## src/rtl/reg_file.sv

```systemverilog
// RV32I integer register file: x0 hardwired to zero, one write port,
// two combinational read ports with same-cycle write-to-read bypass.
module reg_file #(
  parameter int REG_NUM    = 32,
  parameter int REG_WIDTH  = 32,
  parameter int ADDR_WIDTH = 5
) (
  input  logic                  clk,
  input  logic                  rst_n,
  input  logic                  w_enable_i,
  input  logic [ADDR_WIDTH-1:0] w_addr_i,
  input  logic [REG_WIDTH-1:0]  w_data_i,
  input  logic                  r1_read_i,
  input  logic [ADDR_WIDTH-1:0] r1_addr_i,
  output logic [REG_WIDTH-1:0]  r1_data_o,
  input  logic                  r2_read_i,
  input  logic [ADDR_WIDTH-1:0] r2_addr_i,
  output logic [REG_WIDTH-1:0]  r2_data_o
);

  logic [REG_WIDTH-1:0] r_regs [REG_NUM];
  logic                 w_wr_valid;

  assign w_wr_valid = w_enable_i && (w_addr_i != '0);

  always_ff @(posedge clk or negedge rst_n) begin
    if (!rst_n) begin
      for (int unsigned i = 0; i < REG_NUM; i++) begin
        r_regs[i] <= '0;
      end
    end else if (w_wr_valid) begin
      r_regs[w_addr_i] <= w_data_i;
    end
  end

  // Bypass is only reachable for non-zero addresses, so x0 can never
  // observe in-flight write data.
  always_comb begin
    r1_data_o = '0;
    if (rst_n && r1_read_i && (r1_addr_i != '0)) begin
      if (w_enable_i && (w_addr_i == r1_addr_i)) begin
        r1_data_o = w_data_i;
      end else begin
        r1_data_o = r_regs[r1_addr_i];
      end
    end
  end

  always_comb begin
    r2_data_o = '0;
    if (rst_n && r2_read_i && (r2_addr_i != '0)) begin
      if (w_enable_i && (w_addr_i == r2_addr_i)) begin
        r2_data_o = w_data_i;
      end else begin
        r2_data_o = r_regs[r2_addr_i];
      end
    end
  end

endmodule

```

## config.mk

```make
export PLATFORM = sky130hd
export DESIGN_NAME = reg_file
export DESIGN_NICKNAME = d
export VERILOG_FILES = /design/src/rtl/reg_file.sv
export SDC_FILE = /design/constraint.sdc
export NUM_CORES = 2
export LEC_CHECK = 0
export CORE_ASPECT_RATIO = 1.25
export CORE_UTILIZATION = 62
export CTS_BUF_LIST = sky130_fd_sc_hd__clkbuf_2 sky130_fd_sc_hd__clkbuf_4 sky130_fd_sc_hd__clkbuf_8
export DETAILED_ROUTE_END_ITERATION = 16
export DONT_BUFFER_PORTS = 1
export PLACE_DENSITY_LB_ADDON = 0.25
export SLEW_MARGIN = 30
export SYNTH_ARGS = -nofsm -noshare
export SYNTH_HDL_FRONTEND = slang
export SYNTH_SLANG_ARGS = --single-unit
```

## constraint.sdc

```tcl
create_clock -name clk -period 5.3 [get_ports clk]
set_clock_uncertainty 0.15 [all_clocks]
set_input_delay 0.53 -clock clk [delete_from_list [all_inputs] [get_ports clk]]
set_output_delay 0.53 -clock clk [all_outputs]
set_load 0.03 [all_outputs]
```

==> impl_metrics.json <==
{
  "outcome": "complete, but fails checks",
  "violations": "max-slew violations",
  "top_regs": "r_regs x1024",
  "die_w_um": 269,
  "dr_wl_met2_mm": 80.5,
  "timing.rr.end": "r_regs[737]",
  "seq_area_sq_um": 25600,
  "largest-register": "r_regs",
  "fillerInstances": 6027,
  "post_cts_buffers": 0,
  "critical_path.max_stage_delay_ns": 0.88,
  "critPathKind": "in -> out",
  "synth_area_sq_um": 55200,
  "grt_overflow": 0,
  "p_per_area_nw_per_um2": 369,
  "end_kind": "primary output",
  "worst_path_max_delay_cell": "dlygate4sd3_1",
  "synth.avg_cell_area_sq_um": 14.2,
  "dp_hpwl_mm": 97.5,
  "pin_count": 116,
  "dp.cells": 4678,
  "crit_top_cell": "buf_16",
  "p_leak_uw": 0.0259,
  "synthArstFlopShare": 1.00,
  "root_buffer": "clkbuf_8",
  "whs_ns": 0.0145,
  "worstSetupStartpoint": "rst_n",
  "drv_cap": 0,
  "multi_input_comb_area_sq_um": 27600,
  "grt_max_degree": 1029,
  "wl_per_cell_um": 34.2,
  "start_kind": "input pin",
  "globalplace.congestion": 0.930,
  "clock_latency_ns": 0.83,
  "vias_per_cell": 7.49,
  "stdcell_count": 5028,
  "largest_reg_flops": 1024,
  "drv_slew": 107,
  "wirelength_mm": 172,
  "ys_warn_count": 0,
  "ys.flop_type": "dfrtp_1",
  "clk_pin_slew_ns": 0.06,
  "firstDrtPassIters": 8,
  "ant_nets": 0,
  "port_buffers": 0,
  "cp_top_family": "buffers and inverters",
  "first_global_vias": 39600,
  "drive_gt1_frac": 0.489,
  "setup_viol": 0,
  "dr.first_iter.drc_count": 4471,
  "syn_to_final_growth_pct": 8.20,
  "finalInstanceArea_sq_um": 59700,
  "start_util": 0.629,
  "worst_pin_slew_ns": 1.74,
  "timing.final.crit_share": 0.982,
  "fin_tns_setup_ns": 0,
  "highest_layer": "met5",
  "fin_nets": 3785,
  "route.met3.wl_mm": 18.1,
  "synth_cell_types": 42,
  "cp_cell_sequence": "buf_16 -> dlygate4sd3_1 -> buf_16 -> o2111ai_4 -> buf_4 -> a21oi_1 -> a221o_1",
  "grt_pass1_wl_mm": 253,
  "r2r_cells": 2,
  "ir_worst_vdd_uv": 269,
  "die_h_um": 336,
  "numCtsBuffers": 163,
  "rsz0062_at_grt": "no",
  "vias": 37600,
  "r2r_start": "r_regs[737]",
  "htreeDepth": 4,
  "hold_path.class": "in -> async",
  "syn-num-nets": 3939,
  "synth-seq-cells": 1024,
  "cts_tree": "done",
  "hold_viol_final": 0,
  "coreArea_sq_um": 87700,
  "grt_usage": 0.385,
  "row_count": 121,
  "crit_required_ns": 4.62,
  "wl_met1_mm": 60.1,
  "synth-seq-area-share": 0.464,
  "reg2reg_slack_ns": 3.79,
  "cp.depth": 7,
  "synth_edf_count": 0,
  "critPathBufInv": 4,
  "syn_inst": 3887,
  "grt_antenna_before_repair": 8,
  "finalCriticalPeriod_ns": 5.21,
  "drc": 0,
  "clock_sinks": 1024,
  "arrival_ns": 4.53,
  "place_area_sq_um": 55500,
  "die_area_sq_um": 90200,
  "crit_fanout": 169,
  "relSlewSlack": -0.157,
  "max_freq_mhz": 192,
  "clockBufferDepth": 3
}
==> layer usage <==
layer,global-route usage,up-vias
li1,-,14800
met1,0.459,19800
met2,0.585,2266
met3,0.126,750
met4,0.279,8
met5,0,-
==> worst max-delay path by stage <==
stage	end	slack, ns
floorplan	r1_data_o[30]	2.08
global placement	r1_data_o[19]	1.70
detailed placement	r2_data_o[6]	1.73
CTS	r1_data_o[31]	1.57
global route	r2_data_o[6]	0.06
finish	r2_data_o[6]	0.09
==> placed cells by master, fill, tap and decap left out, drive strengths merged, types with 3 or more instances in the layout <==
cell type	count
mux2	1086
dfrtp	1024
mux4	339
clkbuf	264
mux2i	254
o21ai	139
a22oi	126
a221oi	124
buf	115
nor2	87
a21oi	64
a221o	62
o221ai	47
nand2	26
clkinv	14
dlygate4sd3	12
nand3	10
inv	9
nor3b	8
xnor2	6
diode	5
clkinvlp	5
nor2b	4
xor2	4
nand3b	4
nor3	3
nor4	3
==> metrics by stage <==
step,utilization,setup WS (ns),total power [uW]
after global routing,0.681,0.0616,22800
after floorplan,-,2.08,13600
after CTS,0.677,1.57,21800
final,0.681,0.0935,22000
after global placement,0.629,1.70,14100
after detailed placement,0.633,1.73,14500
==> cell families (layout without fill, tap and decap cells) <==
logic type,count (synthesis),after routing,share of synthesized area
XOR/XNOR,10,10,0.00159
multiplexers,1679,1679,0.406
buffers and inverters,452,420,0.0403
AND/OR/NAND/NOR,154,154,0.0125
AO/OA/AOI/OAI,568,568,0.0750
other,0,5,0
flip-flops,1024,1024,0.464
==> worst reg2reg max path, stage by stage, from the launching register on <==
cell and delay, ns:
dfrtp_1 0.40, mux2_2 0.27, dlygate4sd3_1 0.57
==> synth_stat cells (3+ instances only) <==
| library cell | number | area share |
|---|---|---|
| a21oi_1 | 64 | 0.0058 |
| a221o_1 | 62 | 0.011 |
| a221oi_1 | 124 | 0.020 |
| a22oi_1 | 126 | 0.017 |
| buf_1 | 62 | 0.0042 |
| buf_2 | 89 | 0.0081 |
| buf_4 | 36 | 0.0049 |
| buf_6 | 35 | 0.0071 |
| clkbuf_1 | 222 | 0.015 |
| dfrtp_1 | 1024 | 0.46 |
| inv_1 | 3 | 0.00020 |
| mux2_2 | 1086 | 0.22 |
| mux2i_1 | 254 | 0.046 |
| mux4_2 | 339 | 0.14 |
| nand2_1 | 26 | 0.0018 |
| nand3_1 | 10 | 0.00091 |
| nand3b_1 | 4 | 0.00054 |
| nor2_1 | 87 | 0.0059 |
| nor2b_1 | 4 | 0.00045 |
| nor3_1 | 3 | 0.00027 |
| nor3b_1 | 8 | 0.0011 |
| o21ai_0 | 80 | 0.0073 |
| o21ai_1 | 59 | 0.0054 |
| o221ai_1 | 47 | 0.0075 |
| xnor2_1 | 6 | 0.00095 |
| xor2_1 | 4 | 0.00063 |
==> cell type report <==
| class | count | area share |
|---|---|---|
| inverter | 5 | 0.000314 |
| clock inverter | 24 | 0.00312 |
| sequential | 1024 | 0.429 |
| clock buffer | 263 | 0.0552 |
| tap | 1168 | 0.0245 |
| timing repair buffer | 128 | 0.0248 |
| multi-input combinational | 2411 | 0.463 |
| antenna | 5 | 0.000210 |
==> repair_timing <==
action	4_1_cts	5_1_grt
endpoints found under the hold margin	2016	143
hold buffers	38	11
gates resized for setup	0	0
endpoints found under the setup margin	0	0
==> where the power goes <==
part / switching, uW / internal [uW]
Combinational: 1820 / 2560
Clock: 3230 / 3970
Sequential: 1140 / 9310
(Power assumes the default switching activity.)
